File: config.mk
export PLATFORM = sky130hd
export DESIGN_NAME = opp_matrix_stream
export DESIGN_NICKNAME = d
export VERILOG_FILES = /design/src/rtl/mat_pkg.sv /design/src/rtl/opp_elem.sv /design/src/rtl/opp_matrix_stream.sv
export SDC_FILE = /design/constraint.sdc
export NUM_CORES = 1
export LEC_CHECK = 0
export BUFFER_PORTS_ARGS = -buffer_cell sky130_fd_sc_hd__buf_2
export CAP_MARGIN = 10
export CORE_UTILIZATION = 58
export CTS_CLUSTER_DIAMETER = 200
export DETAILED_ROUTE_END_ITERATION = 7
export PLACE_DENSITY = 0.87
export SKIP_LAST_GASP = 1
export SYNTH_ARGS = -nofsm -noshare
export SYNTH_HDL_FRONTEND = slang
export SYNTH_SLANG_ARGS = --single-unit
File: constraint.sdc
create_clock -name clk -period 4.95 [get_ports clk]
set_input_delay 0.99 -clock clk [delete_from_list [all_inputs] [get_ports clk]]
set_output_delay 0.99 -clock clk [all_outputs]
set_load 0.005 [all_outputs]
File: src/rtl/mat_pkg.sv
// Shared definitions for the matrix coprocessor datapath blocks:
// element-operation encodings, stream FSM states and default geometry.
package mat_pkg;

    // Default matrix geometry and element width.
    localparam int DEF_EW   = 8;
    localparam int DEF_COLS = 5;
    localparam int DEF_ROWS = 5;

    // Element-wise unary operation, selected once per matrix.
    typedef enum logic [1:0] {
        OPP_NEG_WRAP = 2'b00,
        OPP_NEG_SAT  = 2'b01,
        OPP_ABS_SAT  = 2'b10,
        OPP_PASS     = 2'b11
    } opp_mode_e;

    // Matrix stream control states.
    typedef enum logic [1:0] {
        ST_IDLE = 2'b00,
        ST_RUN  = 2'b01,
        ST_DONE = 2'b10
    } opp_state_e;

    // A MIN element only counts as an overflow when the operation
    // actually has to negate it.
    function automatic logic mode_can_ovf(input logic [1:0] m);
        return (m != OPP_PASS);
    endfunction

endpackage

File: src/rtl/opp_elem.sv
// Single-element unary operation: wrapping negate, saturating negate,
// saturating absolute value or pass-through on a signed EW-bit value.
// Purely combinational; the caller decides whether is_min is an overflow.
module opp_elem
    import mat_pkg::*;
#(
    parameter int EW = DEF_EW
) (
    input  logic [EW-1:0] x,
    input  logic [1:0]    mode,
    output logic [EW-1:0] y,
    output logic          is_min
);

    localparam logic [EW-1:0] MIN_V = {1'b1, {(EW-1){1'b0}}};
    localparam logic [EW-1:0] MAX_V = {1'b0, {(EW-1){1'b1}}};

    logic [EW-1:0] neg;

    // Two's complement negate; MIN maps onto itself, which is exactly
    // the wrapping behaviour and is overridden for the saturating modes.
    always_comb begin
        neg    = -x;
        is_min = (x == MIN_V);
    end

    // Select the result for the latched operation.
    always_comb begin
        y = x;
        case (opp_mode_e'(mode))
            OPP_NEG_WRAP: y = neg;
            OPP_NEG_SAT:  y = is_min ? MAX_V : neg;
            OPP_ABS_SAT:  y = is_min ? MAX_V : (x[EW-1] ? neg : x);
            default:      y = x;
        endcase
    end

endmodule

File: src/rtl/opp_matrix_stream.sv
// Streaming matrix unary-operation unit. Rows arrive over a valid/ready
// input, each element is transformed by the operation latched at start,
// and the result row is held in a single output register until taken.
//
// Handshake rule (both sides): a transfer happens on a rising edge where
// valid and ready are both high; valid never depends on ready, and the
// presented data holds stable while valid is high and ready is low.
module opp_matrix_stream
    import mat_pkg::*;
#(
    parameter int EW   = DEF_EW,
    parameter int COLS = DEF_COLS,
    parameter int ROWS = DEF_ROWS
) (
    input  logic                 clk,
    input  logic                 rst,
    input  logic                 start,
    input  logic [1:0]           mode,
    input  logic                 in_valid,
    output logic                 in_ready,
    input  logic [COLS*EW-1:0]   in_row,
    output logic                 out_valid,
    input  logic                 out_ready,
    output logic [COLS*EW-1:0]   out_row,
    output logic                 out_last,
    output logic                 busy,
    output logic                 done,
    output logic                 ovf
);

    localparam int RW = COLS * EW;
    localparam int CW = $clog2(ROWS + 1);

    localparam logic [CW-1:0] ROWS_C = CW'(ROWS);
    localparam logic [CW-1:0] LAST_C = CW'(ROWS - 1);
    localparam logic [CW-1:0] ONE_C  = CW'(1);

    opp_state_e      state_q, state_d;
    opp_mode_e       mode_q, mode_d;
    logic [CW-1:0]   in_cnt_q, in_cnt_d;
    logic [CW-1:0]   out_cnt_q, out_cnt_d;
    logic [RW-1:0]   out_row_q, out_row_d;
    logic            out_valid_q, out_valid_d;
    logic            out_last_q, out_last_d;
    logic            ovf_q, ovf_d;

    logic [RW-1:0]   res_row;
    logic [COLS-1:0] min_vec;
    logic            in_ready_w;
    logic            in_fire;
    logic            out_fire;
    logic            row_ovf;

    // One element unit per column, element 0 in the most significant slot.
    for (genvar g = 0; g < COLS; g++) begin : g_elem
        opp_elem #(
            .EW (EW)
        ) u_elem (
            .x      (in_row[(COLS-g)*EW-1 -: EW]),
            .mode   (mode_q),
            .y      (res_row[(COLS-g)*EW-1 -: EW]),
            .is_min (min_vec[g])
        );
    end

    // Accept a row only while running, while rows remain, and when the
    // output register is empty or is being emptied this cycle.
    always_comb begin
        in_ready_w = (state_q == ST_RUN) && (in_cnt_q < ROWS_C)
                     && (!out_valid_q || out_ready);
        in_fire    = in_valid && in_ready_w;
        out_fire   = out_valid_q && out_ready;
        row_ovf    = mode_can_ovf(mode_q) && (|min_vec);
    end

    // Next-state logic for the FSM, counters, output register and ovf.
    always_comb begin
        state_d     = state_q;
        mode_d      = mode_q;
        in_cnt_d    = in_cnt_q;
        out_cnt_d   = out_cnt_q;
        out_row_d   = out_row_q;
        out_valid_d = out_valid_q;
        out_last_d  = out_last_q;
        ovf_d       = ovf_q;
        case (state_q)
            ST_IDLE: begin
                if (start) begin
                    state_d     = ST_RUN;
                    mode_d      = opp_mode_e'(mode);
                    in_cnt_d    = '0;
                    out_cnt_d   = '0;
                    ovf_d       = 1'b0;
                    out_valid_d = 1'b0;
                    out_last_d  = 1'b0;
                end
            end
            ST_RUN: begin
                // Drain first; a load in the same cycle overrides the clear
                // so back-to-back rows stream without a bubble.
                if (out_fire) begin
                    out_cnt_d   = out_cnt_q + ONE_C;
                    out_valid_d = 1'b0;
                    out_last_d  = 1'b0;
                    if (out_last_q) begin
                        state_d = ST_DONE;
                    end
                end
                if (in_fire) begin
                    out_row_d   = res_row;
                    out_valid_d = 1'b1;
                    out_last_d  = (in_cnt_q == LAST_C);
                    in_cnt_d    = in_cnt_q + ONE_C;
                    if (row_ovf) begin
                        ovf_d = 1'b1;
                    end
                end
            end
            ST_DONE: begin
                state_d = ST_IDLE;
            end
            default: begin
                state_d = ST_IDLE;
            end
        endcase
    end

    // State registers with synchronous reset; a reset discards any
    // pending row and suppresses the done pulse.
    always_ff @(posedge clk) begin
        if (rst) begin
            state_q     <= ST_IDLE;
            mode_q      <= OPP_NEG_WRAP;
            in_cnt_q    <= '0;
            out_cnt_q   <= '0;
            out_row_q   <= '0;
            out_valid_q <= 1'b0;
            out_last_q  <= 1'b0;
            ovf_q       <= 1'b0;
        end else begin
            state_q     <= state_d;
            mode_q      <= mode_d;
            in_cnt_q    <= in_cnt_d;
            out_cnt_q   <= out_cnt_d;
            out_row_q   <= out_row_d;
            out_valid_q <= out_valid_d;
            out_last_q  <= out_last_d;
            ovf_q       <= ovf_d;
        end
    end

    // Outputs come straight from registers (in_ready excepted, which must
    // follow out_ready combinationally to allow zero-bubble streaming).
    always_comb begin
        in_ready  = in_ready_w;
        out_valid = out_valid_q;
        out_row   = out_row_q;
        out_last  = out_last_q;
        busy      = (state_q != ST_IDLE);
        done      = (state_q == ST_DONE);
        ovf       = ovf_q;
    end

endmodule

== Word level (Yosys, flattened, before mapping) ==
Index checks and enable logic that the tools add are counted.

* Flip-flop bits (word level): 50
* Bits of input ports: 47
* Output and inout port bits: 46
* Logic and storage cells: 85

* Add/subtract/negate cells: 6
* $lt $le $gt $ge: 1
* Eq/ne operators: 17
* Muxes and demuxes: 36
* Reductions and logical operators: 18

{| class="wikitable"
|+ Operators by type and width
! kind !! number
|-
| $mux 8 || 15
|-
| $pmux 8 s3 || 5
|-
| $eq 8x8->1 const B || 5
|-
| $neg 8->8 || 5
|-
| $ne 2x2->1 const B || 6
|-
| $reduce_and 3->1 || 3
|-
| $mux 1 || 6
|-
| $mux 2 || 3
|-
| $mux 3 || 2
|-
| $pmux 1 s2 || 3
|-
| $pmux 3 s2 || 1
|-
| $logic_and 1x1->1 || 5
|-
| $reduce_or 5->1 || 1
|-
| $eq 2x1->1 const B || 2
|-
| $eq 2x2->1 const B || 2
|-
| $logic_not 2->1 || 2
|-
| $pmux 2 s2 || 1
|-
| $reduce_and 2->1 || 2
|-
| $reduce_and 4->1 || 1
|-
| $reduce_bool 2->1 || 2
|-
| $add 3x1->3 const B || 1
|-
| $eq 3x3->1 const B || 1
|-
| $lt 3x3->1 const B || 1
|-
| $ne 3x3->1 const B || 1
|-
| other kinds (2) || 2
|}

== Depth between registers and ports, before layout ==
* Depth after elaboration: 6
* Depth in mapped cells: 8

== Cells and area by module ==
A second synthesis with hierarchy kept.

* Cell total of the unflattened synthesis: 550
* Area total of the unflattened synthesis: 4249.1 µm²

{| class="wikitable"
|+ By module, submodules not included
! module !! instances !! cells each !! area an instance (µm²)
|-
| opp_matrix_stream || 1 || 255 || 2234.6
|-
| opp_elem || 5 || 59 || 402.9
|}

== Worst setup path after synthesis ==
OpenSTA, ideal clock, no wires.

* Path type: input -> register
* Start: in in_row[32]
* End: reg out_row_q[33], in the netlist out_row[33]
* Arrival time: 2.512 ns
* Setup slack: 2.368 ns
* Cell stages on the path: 8
* Path buffers: 1
* Path through: inv_1 ha_1 nor4b_4 and3_1 buf_4 a211oi_1 or4_1 a21oi_1

* Cells in the longest elaborated chain, start to end: 4
* Elaborated cells on any way between the ends: 6
* Classes of those cells: 1 x add/sub; 1 x eq/ne; 4 x mux

{| class="wikitable"
|+ Ends and longest elaborated chain
! element !! RTL line !! text
|-
| start, declared || opp_matrix_stream.sv:21 || <nowiki>input logic [COLS*EW-1:0] in_row,</nowiki>
|-
| $neg 8->8 || opp_elem.sv:23 || <nowiki>neg = -x;</nowiki>
|-
| $mux 8 (2 in series) || opp_elem.sv:33 || <nowiki>OPP_ABS_SAT: y = is_min ? MAX_V : (x[EW-1] ? neg : x);</nowiki>
|-
| $pmux 8 s3 (*) || opp_elem.sv:30 || <nowiki>case (opp_mode_e'(mode))</nowiki>
|-
| end signal, assigned || opp_matrix_stream.sv:145 || <nowiki>out_row_q <= out_row_d;</nowiki>
|-
| end, declared || opp_matrix_stream.sv:42 || <nowiki>logic [RW-1:0] out_row_q, out_row_d;</nowiki>
|}

Every way passes the cells marked *; elsewhere a longest branch is shown, timed or not.
A chain may end at the register's enable or synchronous reset.

== Final worst setup path ==
* Start: reg mode_q[1]
* End: reg out_row_q[20], in the netlist out_row[20]

* Cells in the longest elaborated chain, start to end: 2
* Elaborated cells on any way between the ends: 4
* Classes of those cells: 2 x eq/ne; 1 x mux; 1 x reduce/logical

{| class="wikitable"
|+ Ends and longest elaborated chain
! element !! RTL line !! text
|-
| start, declared || opp_matrix_stream.sv:39 || <nowiki>opp_mode_e mode_q, mode_d;</nowiki>
|-
| start signal, assigned || opp_matrix_stream.sv:142 || <nowiki>mode_q <= mode_d;</nowiki>
|-
| $eq 2x2->1, or another cell as far along || opp_elem.sv:30 ||
|-
| $pmux 8 s3 (*) || opp_elem.sv:30 ||
|}

Marks and branches as above.

==> out/metrics.yaml <==
timing:
  worst_pin_slew_ps: 1020
  setup_viol: 0
  drv_slew: 0
  setup_tns_ps: 0
  max_freq_mhz: 372
  whs_ps: 451
  period_needed_ps: 2690
  max_slew_margin_pct: 31.6
  clock_skew_ps: 3.50
  hold_viol: 0
  rsz0062_at_grt: "false"
  setup_slack_ps: 2260
  fin_crit_sh_pct: 54.4
yosys:
  synth_mux_area_share_pct: 0.571
  async_reset_ff_share_pct: 0
  synthFlopType: "dfxtp_1"
  synth_nets: 538
  synth_compound_area_share_pct: 29.2
  synth_top_family_by_area: "compound AO/OA/AOI/OAI gates"
  avgSynthCellArea_um2: 7.32
  synth_top_cell_by_area: "dfxtp_1"
  synth_area_leaders: "dfxtp_1 29%, nor2_1 6.2%, a21oi_1 5.4%"
  syn_inst: 479
  yosys_warnings: 0
  ys_seq_area_share_pct: 28.6
  ys_ff_latch: 50
  yosys.area_share.simple_pct: 28.9
  synth_xor_area_share_pct: 2.50
  yosysUniqueCellTypes: 60
  synth-adder-area-share_pct: 4.28
  netlist_area_um2: 3510
  synth_top_area_share_pct: 28.6
  synth_edf_count: 0
finish:
  drive_gt1_share_pct: 20.6
  fillers: 500
  final_cell_area_um2: 4050
  nets: 607
  fin_util_pct: 71.3
  diodes: 0
  area_growth_pct: 15.4
placement:
  place_ws_ps: 2000
  io_buffers: 92
  gp_congestion: 0.955
  dp_hpwl_um: 6680
  placed_area_um2: 3940
route:
  wl_um: 9600
  ant_nets: 0
  drt_iter0_markers: 311
  wl_per_cell_um: 15.5
  first_pass_iters: 5
  vias: 3934
  viasPerCell: 6.33
  drc_errors: 0
power_and_ir_drop:
  peakVddDrop_mv: 0.134
  powerDensity_nw_per_um2: 236
  p_leak_nw: 1.67
setup_path:
  startpoint: "mode_q[1]$_SDFFE_PP0P_"
  slowest_delay_ps: 900
  arrival_ps: 2910
  r2r-start: "mode_q[1]$_SDFFE_PP0P_"
  crit_path_start_kind: "flip-flop"
  cp_common_cell: "a211oi_1"
  path_class: "flip-flop to flip-flop"
  reg2reg_slack_ps: 2260
  slowest_stage: "dfxtp_1"
  cp_max_fo: 26
  worstSetupEndpointType: "flip-flop"
  crit_required_ps: 5170
  path_cells: "inv_1, or3_1, a211oi_1, a221oi_1, a211oi_1"
clocking:
  cts_root_buffer: "clkbuf_8"
  clk_pin_slew_ps: 90
  cts_tree: "yes"
  cts_made_buffers: 5
  ctsHoldBuffers: 0
  htreeDepth: 2
  clock_sinks: 50
  cts-resized-gates: 0
  clkLatencyLatePin_ps: 300
  post-cts-setup-buffers: 0
  clk_path_buf_depth: 2
die:
  pin_count: 93
  die_h_um: 79.7
  dieArea_um2: 6360
  rows: 27
  design.core.area_um2: 5680
  die_w_um: 79.7
  start_util_pct: 61.8
worst_hold_path:
  min_path_type: "flip-flop to flip-flop"
  hp-start: "out_row[38]$_SDFFE_PP0P_"
global_routing:
  grt_max_degree: 57
  antenna_found_initial: 0
  grt.overflow.total: 0
  grtUsageTotal_pct: 31.3
  grt_pass1_vias: 3530
  grt_pass1_wl_um: 15900
job:
  max_cap_violations: 0
outcome:
  outcome: "completed"
==> Yosys cell counts (all sizes together) (11+ instances only) <==
cell / n
o21ai: 30
nor3: 31
a311oi: 11
inv: 20
ha: 12
nor2: 58
a21oi: 38
a211oi: 12
nand2: 38
dfxtp: 50
clkbuf: 23
nand3: 13
==> final timing paths <==
| kind | cells past startpoint | endpoint |
|---|---|---|
| min | 2 | out_row[38]$_SDFFE_PP0P_ |
| min reg2reg | 2 | out_row[38]$_SDFFE_PP0P_ |
| max reg2reg | 5 | out_row[20]$_SDFFE_PP0P_ |
| max | 5 | out_row[20]$_SDFFE_PP0P_ |
==> cells by family (layout without fill, tap and decap cells) <==
| kind of cell | Yosys count | count (layout) |
|---|---|---|
| xor+xnor | 10 | 10 |
| flops | 50 | 50 |
| compound gates | 154 | 154 |
| buf+inv | 52 | 122 |
| simple gates | 199 | 199 |
| fa+ha+maj | 12 | 12 |
| mux | 2 | 2 |
==> layout by cell type, fill, tap and decap left out, drive strengths merged, types with 4 or more instances in the layout <==
cell / synthesis / routed
o21a: 6 / 6
nand3b: 8 / 8
a221oi: 5 / 5
xor2: 4 / 4
inv: 20 / 20
xnor2: 6 / 6
ha: 12 / 12
nand2b: 8 / 8
a211oi: 12 / 12
buf: 9 / 94
o211ai: 5 / 5
o21ai: 30 / 30
nand4: 5 / 5
nand2: 38 / 38
or3: 6 / 6
and3: 4 / 4
nand3: 13 / 13
a311oi: 11 / 11
nor2b: 10 / 10
nor3: 31 / 31
a31oi: 6 / 6
clkbuf: 23 / 5
a21oi: 38 / 38
dfxtp: 50 / 50
o221ai: 4 / 4
nor2: 58 / 58
o22ai: 9 / 9
==> final cells by class <==
class / count / area (um2) / area share [%]
Timing Repair Buffer: 94 / 475 / 11.8
Sequential cell: 50 / 1000 / 24.7
Inverter: 20 / 75.1 / 1.86
Tap cell: 72 / 90.1 / 2.23
Clock inverter: 3 / 40.0 / 0.990
Multi-Input combinational cell: 377 / 2290 / 56.7
Clock buffer: 5 / 68.8 / 1.70
==> worst max-delay path, delay by kind of cell, from the launching register on <==
| kind | cells | cell delay, ps |
|---|---|---|
| DFF | 1 | 900 |
| AOI/OAI and AO/OA | 3 | 650 |
| and+or+nand+nor | 1 | 540 |
| buffers and inverters | 1 | 520 |
==> sequential cells by signal, indices dropped and copies added (netlist names) <==
name,flops
out_last,1
mode_q,2
ovf,1
state_q,2
in_cnt_q,3
out_row,40
out_valid,1
==> power breakdown <==
part / switching (mW) / internal [mW]
combinational: 0.130 / 0.0904
clock: 0.144 / 0.149
sequential: 0.0184 / 0.424
==> metal layers <==
metal	routed length [um]	vias to the layer above	global-route usage [%]
met1	4170	1802	40.0
met3	738	19	4.91
met2	4540	194	52.7
li1	-	1919	-
met4	147	0	11.4
met5	0	-	0
==> per-stage QoR <==
| stage | std cells | total power [mW] |
|---|---|---|
| floorplan | 479 | 0.584 |
| global placement | 613 | 0.659 |
| detailed placement | 613 | 0.666 |
| CTS | 621 | 0.954 |
| global route | 621 | 1.00 |
| finish | 621 | 0.955 |
(Power assumes the default switching activity.)
